## config.mk

```make
export PLATFORM = sky130hd
export DESIGN_NAME = multicycle_sequencer
export DESIGN_NICKNAME = d
export VERILOG_FILES = /design/src/rtl/multicycle_sequencer.sv
export SDC_FILE = /design/constraint.sdc
export NUM_CORES = 1
export LEC_CHECK = 0
export ABC_AREA = 1
export CORE_MARGIN = 5
export CORE_UTILIZATION = 45
export DETAILED_ROUTE_END_ITERATION = 6
export PLACE_DENSITY = 0.74
export SYNTH_ARGS = -nofsm -noshare
export SYNTH_HDL_FRONTEND = slang
export SYNTH_SLANG_ARGS = --single-unit
```

## constraint.sdc

```tcl
create_clock -name clk -period 1.9 [get_ports clk]
set_input_delay 0.38 -clock clk [delete_from_list [all_inputs] [get_ports clk]]
set_output_delay 0.38 -clock clk [all_outputs]
set_load 0.1 [all_outputs]
```

## src/rtl/multicycle_sequencer.sv

```systemverilog
// Multicycle LEGv8 control sequencer: FETCH/DECODE/EXECUTE/MEMORY/WRITEBACK over a req/ack memory,
// with a retired-instruction counter, a halt state and a sticky memory-timeout fault.
module multicycle_sequencer #(
  parameter int CNTWIDTH = 32,
  parameter int TIMEOUT  = 255
) (
  input  logic                clk,
  input  logic                rst,
  input  logic                mem_ack,
  input  logic                is_load,
  input  logic                is_store,
  input  logic                branch,
  input  logic                setflags,
  input  logic                regwrite,
  input  logic                halt,
  output logic                mem_req,
  output logic                mem_we,
  output logic                addr_sel,
  output logic                ir_en,
  output logic                mdr_en,
  output logic                pc_en,
  output logic                pc_src,
  output logic                reg_we,
  output logic                flags_we,
  output logic                retire,
  output logic [CNTWIDTH-1:0] instret,
  output logic [2:0]          state,
  output logic                fault
);

  typedef enum logic [2:0] {
    S_FETCH     = 3'd0,
    S_DECODE    = 3'd1,
    S_EXECUTE   = 3'd2,
    S_MEMORY    = 3'd3,
    S_WRITEBACK = 3'd4,
    S_HALTED    = 3'd5,
    S_FAULT     = 3'd6
  } state_t;

  localparam int WAITW = (TIMEOUT < 1) ? 1 : $clog2(TIMEOUT + 1);
  localparam logic [WAITW-1:0] TO_W = WAITW'(TIMEOUT);

  state_t               r_state;
  state_t               w_next;
  logic [WAITW-1:0]     r_wait;
  logic [CNTWIDTH-1:0]  r_instret;
  logic                 r_fault;
  logic                 w_timeout;
  logic                 w_mem_req, w_mem_we, w_addr_sel, w_ir_en, w_mdr_en;
  logic                 w_pc_en, w_pc_src, w_reg_we, w_flags_we, w_retire;

  always_comb begin
    w_next     = r_state;
    w_mem_req  = 1'b0;
    w_mem_we   = 1'b0;
    w_addr_sel = 1'b0;
    w_ir_en    = 1'b0;
    w_mdr_en   = 1'b0;
    w_pc_en    = 1'b0;
    w_pc_src   = 1'b0;
    w_reg_we   = 1'b0;
    w_flags_we = 1'b0;
    w_retire   = 1'b0;
    // An ack in the final wait cycle beats the timeout.
    w_timeout  = (TIMEOUT != 0) && (r_wait == TO_W) && !mem_ack;
    case (r_state)
      S_FETCH: begin
        w_mem_req = 1'b1;
        if (mem_ack) begin
          w_ir_en = 1'b1;
          w_next  = S_DECODE;
        end else if (w_timeout) begin
          w_next = S_FAULT;
        end
      end
      S_DECODE: w_next = S_EXECUTE;
      S_EXECUTE: begin
        if (is_load || is_store) begin
          w_next = S_MEMORY;
        end else begin
          w_flags_we = setflags;
          w_reg_we   = regwrite;
          w_pc_en    = 1'b1;
          w_pc_src   = branch;
          w_retire   = 1'b1;
          w_next     = halt ? S_HALTED : S_FETCH;
        end
      end
      S_MEMORY: begin
        w_mem_req  = 1'b1;
        w_addr_sel = 1'b1;
        w_mem_we   = is_store && !is_load;
        if (mem_ack) begin
          if (is_load) begin
            w_mdr_en = 1'b1;
            w_next   = S_WRITEBACK;
          end else begin
            w_pc_en  = 1'b1;
            w_retire = 1'b1;
            w_next   = halt ? S_HALTED : S_FETCH;
          end
        end else if (w_timeout) begin
          w_next = S_FAULT;
        end
      end
      S_WRITEBACK: begin
        w_reg_we = 1'b1;
        w_pc_en  = 1'b1;
        w_retire = 1'b1;
        w_next   = halt ? S_HALTED : S_FETCH;
      end
      S_HALTED: w_next = S_HALTED;
      S_FAULT:  w_next = S_FAULT;
      default:  w_next = S_FETCH;
    endcase
  end

  always_ff @(posedge clk or negedge rst) begin
    if (!rst) begin
      r_state   <= S_FETCH;
      r_wait    <= '0;
      r_instret <= '0;
      r_fault   <= 1'b0;
    end else begin
      r_state <= w_next;
      if (w_next == S_FAULT) r_fault <= 1'b1;
      if (w_next != r_state) begin
        r_wait <= '0;
      end else if ((r_state == S_FETCH || r_state == S_MEMORY) && !mem_ack && r_wait != TO_W) begin
        r_wait <= r_wait + 1'b1;
      end
      if (w_retire) r_instret <= r_instret + 1'b1;
    end
  end

  // Gating with rst makes an in-flight request vanish the moment reset asserts.
  assign mem_req  = w_mem_req  & rst;
  assign mem_we   = w_mem_we   & rst;
  assign addr_sel = w_addr_sel & rst;
  assign ir_en    = w_ir_en    & rst;
  assign mdr_en   = w_mdr_en   & rst;
  assign pc_en    = w_pc_en    & rst;
  assign pc_src   = w_pc_src   & rst;
  assign reg_we   = w_reg_we   & rst;
  assign flags_we = w_flags_we & rst;
  assign retire   = w_retire   & rst;
  assign instret  = r_instret;
  assign state    = r_state;
  assign fault    = r_fault;

endmodule

```

==> reports/qor.csv, run 1 <==
metric,value,unit
nets@finish,504,
Detailed Route WL,8.32,mm
worst skew pair latency,300,ps
Synth Flop Type,dfrtp_1,
Max-slew headroom,0.610,
Worst EP arrival,1680,ps
Crit Reg-Reg Endpoint,r_wait[0],
Mapped Nets,411,
gr usage total,0.218,
crit path max fanout,7,
setup slack after layout,-161,ps
RSZ-0062 raised after global routing,yes,
starting density of the core,0.469,
"Min Clock Period, post-route",2060,ps
Top-Level Pins,55,
"most common cell after layout, fill and taps aside",nand2_1,
register clock-pin slew on the reported worst setup and hold paths,90,ps
Final Non-Filler Cells,569,
proportion of synthesized flip-flops having asynchronous set or reset,1.00,
vias in the first global route,3022,
Worst VDD drop,1.15,mV
Crit. Startpoint,state[0],
DR WL met3,464,µm
drt initial violations,173,
# DRC,0,
placed instance count,538,
Final Max Slew Viols,0,
first-pass GRT wire length,13.7,mm
setup violators final,10,
Hold WC Path Type,input port to asynchronous set/reset pin,
met2 WL,4.08,mm
warnings from Yosys,0,
Mapped Area,2830,µm²
Top Layer Used,met4,
Reg-to-Reg Start,r_wait[0],
share of Yosys cell area claimed by the top area cell type,0.389,
CTS H-Tree Depth,2,
synthesis-to-layout area growth,57.7,%
antenna violations before repair,0,
CTS tree,done,
port bufs,54,
Final Skew,13.2,ps
"area leader, netlist",dfrtp_1,
Setup CP Type,flip-flop to output pin,
CTS Buf Count,5,
Tcrit/Tclk final,1.08,
largest net degree at the start of global routing,45,
Power Total,4.73,mW
Gate Count Post-Synth,400,
GP Congestion,0.900,
Post-Syn Area per Cell,7.07,µm²
"flops & latches, synth",44,
pre-CTS setup slack,-272,ps
dpl hpwl,5.80,mm
failing checks,setup timing,
R2R Setup Slk,80,ps
"antenna viol nets, final",0,
clk root buf,clkbuf_8,
Rows,28,
"top cells by area, synth","dfrtp_1 39%, nand2_1 20%, inv_1 5.3%",
Critical Path Sink Type,output pin,
Worst EP required,1520,ps
"EDFF count, synth",0,
Final Hold Viols,0,
Worst Max-Slew Pin Slew,584,ps
Post-CTS Hold Fix Bufs,0,
Vert. Die Dim,89.3,µm
DR vias/cell,5.25,
GRT Residual Overflow,0,
die area,7970,µm²
WL/cell,14.6,µm
Max Cap Viol,0,
diode count,0,
DR pass1 iterations,4,
Lkg Pwr,1.93,nW
pwr dens,1060,nW/µm²
M1 wire length,3.59,mm
Max Freq,0.485,GHz
vias,2985,
CP startpoint kind,flip-flop,
clock buffer depth,2,
Unique masters post-synth,32,
R2R depth,10,
result of the run,"finished, violations left",
Std-Cell Core Area,6030,µm²
Fin Setup TNS,-912,ps
layout cells sized above 1,0.342,
"commonest cells after routing, fill and taps aside","145 x nand2_1, 47 x buf_12, 37 x nor2_1, 35 x buf_4, 34 x inv_1",
"Seq/Total Area, Yosys",0.389,
Clock Sink Count,44,
Die X,89.3,µm
-- layer usage --
| layer | track usage | vias to the layer above |
|---|---|---|
| li1 | - | 1435 |
| met1 | 0.283 | 1415 |
| met2 | 0.363 | 115 |
| met3 | 0.0406 | 20 |
| met4 | 0.0812 | 0 |
| met5 | 0 | - |
-- cell type report --
cell class / instances / area, µm²
sequential: 44 / 1150
clock inverter: 2 / 12.5
timing repair buffer: 92 / 1290
inverter: 46 / 186
clock buffer: 6 / 72.6
tap: 75 / 93.8
multi-input combinational: 304 / 1650
fill: 436 / 1560
-- stage by stage --
| stage | hold WS, ps | utilization | instance area, µm² |
|---|---|---|---|
| floorplan | 84.4 | - | 3010 |
| global placement | 505 | 0.688 | 4150 |
| detailed placement | 516 | 0.688 | 4150 |
| CTS | 256 | 0.722 | 4350 |
| global route | 283 | 0.740 | 4460 |
| finish | 244 | 0.740 | 4460 |
-- how the worst max path moves through the flow --
stage,slack [ps],endpoint,depth (start not counted)
floorplan,-910,mdr_en,6
global placement,-210,reg_we,8
detailed placement,-270,reg_we,8
CTS,-140,retire,8
global route,-210,pc_en,7
finish,-160,retire,8
-- cells in the mapped netlist, drive strengths merged, types with 4 or more instances --
master / instances
nor3: 21
nand3: 22
buf: 7
nand4: 8
nand2: 155
dfrtp: 44
xnor2: 13
o21ai: 7
a21oi: 4
xor2: 14
nor2: 46
inv: 44
-- worst max-delay path, stage by stage, from the launching register on --
cell and delay (ps):
dfrtp_4 540, inv_4 80, nand2_4 50, nor2_4 140
nand2_4 110, nand3_4 90, nand2_4 80, clkinvlp_4 110
buf_12 180
-- registers in the layout, indices dropped and copies added (netlist names) --
register	flops
fault	1
state	3
instret	32
r_wait	8
-- where the power goes --
| part | total [mW] | switching (mW) | internal [mW] |
|---|---|---|---|
| logic | 2.87 | 1.81 | 1.06 |
| clock network | 0.592 | 0.334 | 0.258 |
| registers | 1.27 | 0.192 | 1.07 |
-- cell families (layout without fill, tap and decap cells) --
family,after synthesis,in the layout,share of synthesized area
buffers and inverters,53,146,0.0827
xor gates and xnor gates,27,27,0.0836
adders and majority gates,2,2,0.00884
DFF,44,44,0.389
and+or+nand+nor,259,260,0.405
AOI/OAI and AO/OA,15,15,0.0310
-- timing repair --
action                                  CTS  global route
hold endpoints to repair                  0             0
setup buffers                            14             8
endpoints found under the setup margin    9            19
cloned                                    0             1
resized for setup                         8            13
pin swaps                                 8             5
Power figures use the tool's default switching activity.
==> run 2, diff against run 1 <==
--- a/config.mk
+++ b/config.mk
@@ -9,7 +9,8 @@
 export CORE_MARGIN = 5
 export CORE_UTILIZATION = 45
 export DETAILED_ROUTE_END_ITERATION = 6
-export PLACE_DENSITY = 0.74
+export GPL_ROUTABILITY_DRIVEN = 0
+export PLACE_DENSITY = 0.8
 export SYNTH_ARGS = -nofsm -noshare
 export SYNTH_HDL_FRONTEND = slang
 export SYNTH_SLANG_ARGS = --single-unit
==> run 2 against run 1 <==
Effect of this change: the run still ends with setup timing left; combinational power is essentially flat; flip-flop and latch count stayed put; wire length decreased by 1.3%; non-clock buffer count increased by 1; critical path depth decreased by 2; die area unchanged; power grew 2.1%; first-iteration DRC count up 93%; clock-buffer cell count unchanged; sequential share of layout area up 0.051 points; via count rose by 0.70%.
==> reports/qor.csv, run 2 (synthesis gave the netlist of run 1 again) <==
metric,value,unit,change
result of the run,"finished, violations left",,
failing checks,setup timing,,
layout cells sized above 1,0.339,,-0.00271
Worst VDD drop,1.04,mV,-9.3%
CTS H-Tree Depth,2,,unchanged
Fin Setup TNS,-594,ps,+318 ps
"Design Area, Final",4450,µm²,-0.20%
clk root buf,clkbuf_8,,
"commonest cells after routing, fill and taps aside","145 x nand2_1, 45 x buf_12, 40 x buf_4, 35 x nor2_1, 34 x inv_1",,
Top-Level Pins,55,,unchanged
RSZ-0062 raised after global routing,yes,,
Max Freq,0.496,GHz,+2.2%
Final Max Slew Viols,0,,unchanged
Critical Path Sink Type,output pin,,
DR pass1 iterations,5,,+1
starting density of the core,0.469,,unchanged
worst skew pair latency,300,ps,about the same
Rows,28,,unchanged
clock buffer depth,2,,unchanged
CP startpoint kind,flip-flop,,
die area,7970,µm²,unchanged
dpl hpwl,5.83,mm,+0.52%
drt initial violations,334,,+93%
placed instance count,540,,+0.37%
Post-CTS Hold Fix Bufs,0,,unchanged
Lkg Pwr,1.93,nW,-0.21%
largest net degree at the start of global routing,45,,unchanged
Slowest Stage Delay on Critical Path,550,ps,about the same
fin util,0.739,,-0.00145
Hold WC Path Type,input port to asynchronous set/reset pin,,
sequential share of power,0.253,,-0.015
"Cell Area, Placed",4140,µm²,-0.24%
first-pass GRT wire length,13.6,mm,-0.91%
part of the power in combinational logic,0.598,,-0.009
antenna violations before repair,0,,unchanged
WL/cell,14.4,µm,-1.4%
setup violators final,8,,-2
vias in the first global route,2952,,-2.3%
worst path cell trace,"nor2_2, nand3_1, nand3_4, nand2_4, clkinvlp_4, buf_12",,
# DRC,0,,unchanged
Int Pwr,2.53,mW,+5.7%
port bufs,54,,unchanged
Final Hold Viols,0,,unchanged
nets@finish,505,,+0.20%
CTS tree,done,,
switch share,0.477,,-0.0179
GRT Residual Overflow,0,,unchanged
vias,3006,,+0.70%
slowest cell on the critical path,dfrtp_4,,
R2R Setup Slk,60,ps,-20 ps
max reg flops,32,,unchanged
Worst EP arrival,1640,ps,-40 ps
"Min Clock Period, post-route",2020,ps,-43.5 ps
pre-CTS setup slack,-195,ps,+77.2 ps
Final Skew,4.15,ps,-9.01 ps
setup slack after layout,-118,ps,+43.5 ps
Std-Cell Core Area,6030,µm²,unchanged
Worst EP required,1520,ps,about the same
Vert. Die Dim,89.3,µm,unchanged
synthesis-to-layout area growth,57.4,%,
pwr dens,1080,nW/µm²,+2.3%
CTS Buf Count,5,,unchanged
Tcrit/Tclk final,1.06,,-0.0229
"most common cell after layout, fill and taps aside",nand2_1,,
crit path max fanout,7,,unchanged
Final Non-Filler Cells,570,,+0.18%
Setup CP Type,flip-flop to output pin,,
register clock-pin slew on the reported worst setup and hold paths,80,ps,about the same
Max Cap Viol,0,,unchanged
Worst Max-Slew Pin Slew,562,ps,-22.1 ps
Detailed Route WL,8.21,mm,-1.3%
Die X,89.3,µm,unchanged
DR vias/cell,5.27,,+0.53%
Clock Sink Count,44,,unchanged
diode count,0,,unchanged
Clock power frac,0.149,,+0.024
"antenna viol nets, final",0,,unchanged
gr usage total,0.218,,about the same
Max-slew headroom,0.625,,+0.0147
P_sw,2.30,mW,-1.6%
==> run 2: changes by cell type in the layout (fill, tap and decap cells not counted), sizes merged <==
cell	previous run	this run
buf	85	86
bufinv	0	1
clkinv	2	3
clkinvlp	2	1
inv	44	43
==> run 2: metal layers <==
layer	vias up	global-route usage	share of wire
li1	1432	-	-
met1	1429	0.287	0.40
met2	124	0.368	0.51
met3	21	0.0341	0.068
met4	0	0.0704	0.020
met5	-	0	0
==> run 2: per-stage QoR <==
step	power, mW	hold WS [ps]
floorplan	2.96	84.4
global placement	3.71	456
detailed placement	3.76	473
CTS	4.69	255
global route	5.05	286
finish	4.83	236
==> run 2: critical path, delay by kind of cell (launching register included) <==
| family | cells | cell delay [ps] |
|---|---|---|
| flip-flops | 1 | 550 |
| buffers and inverters | 2 | 290 |
| AND/OR/NAND/NOR | 4 | 490 |
==> run 2: area by class of cell <==
class | instances | area (µm²)
multi-input combinational | 304 | 1640
fill | 390 | 1570
timing repair buffer | 93 | 1270
sequential | 44 | 1150
inverter | 46 | 186
tap | 75 | 93.8
clock buffer | 6 | 72.6
clock inverter | 2 | 35.0
==> run 2: worst paths after layout <==
check / to / cells past startpoint / from
max: retire / 6 / state[2]
min: state[0] / 2 / rst
max reg2reg: r_wait[7] / 10 / state[1]
min reg2reg: fault / 1 / fault
max in group asynchronous: state[1] / 2 / rst
min in group clk: fault / 1 / fault
==> run 2: power by group through the flow <==
stage | sequential, mW | combinational (mW) | clock (mW)
4_1_cts | 1.22 | 2.74 | 0.728
3_3_place_gp | 1.26 | 2.45 | 0
6_report | 1.22 | 2.89 | 0.719
2_1_floorplan | 1.83 | 1.12 | 0
3_5_place_dp | 1.27 | 2.48 | 0
5_1_grt | 1.24 | 3.04 | 0.775
==> run 2: repair_timing <==
item,in CTS,in global routing
cloned,0,1
setup buffers,14,7
endpoints found under the setup margin,9,18
gates resized for setup,8,9
pin swaps,9,5
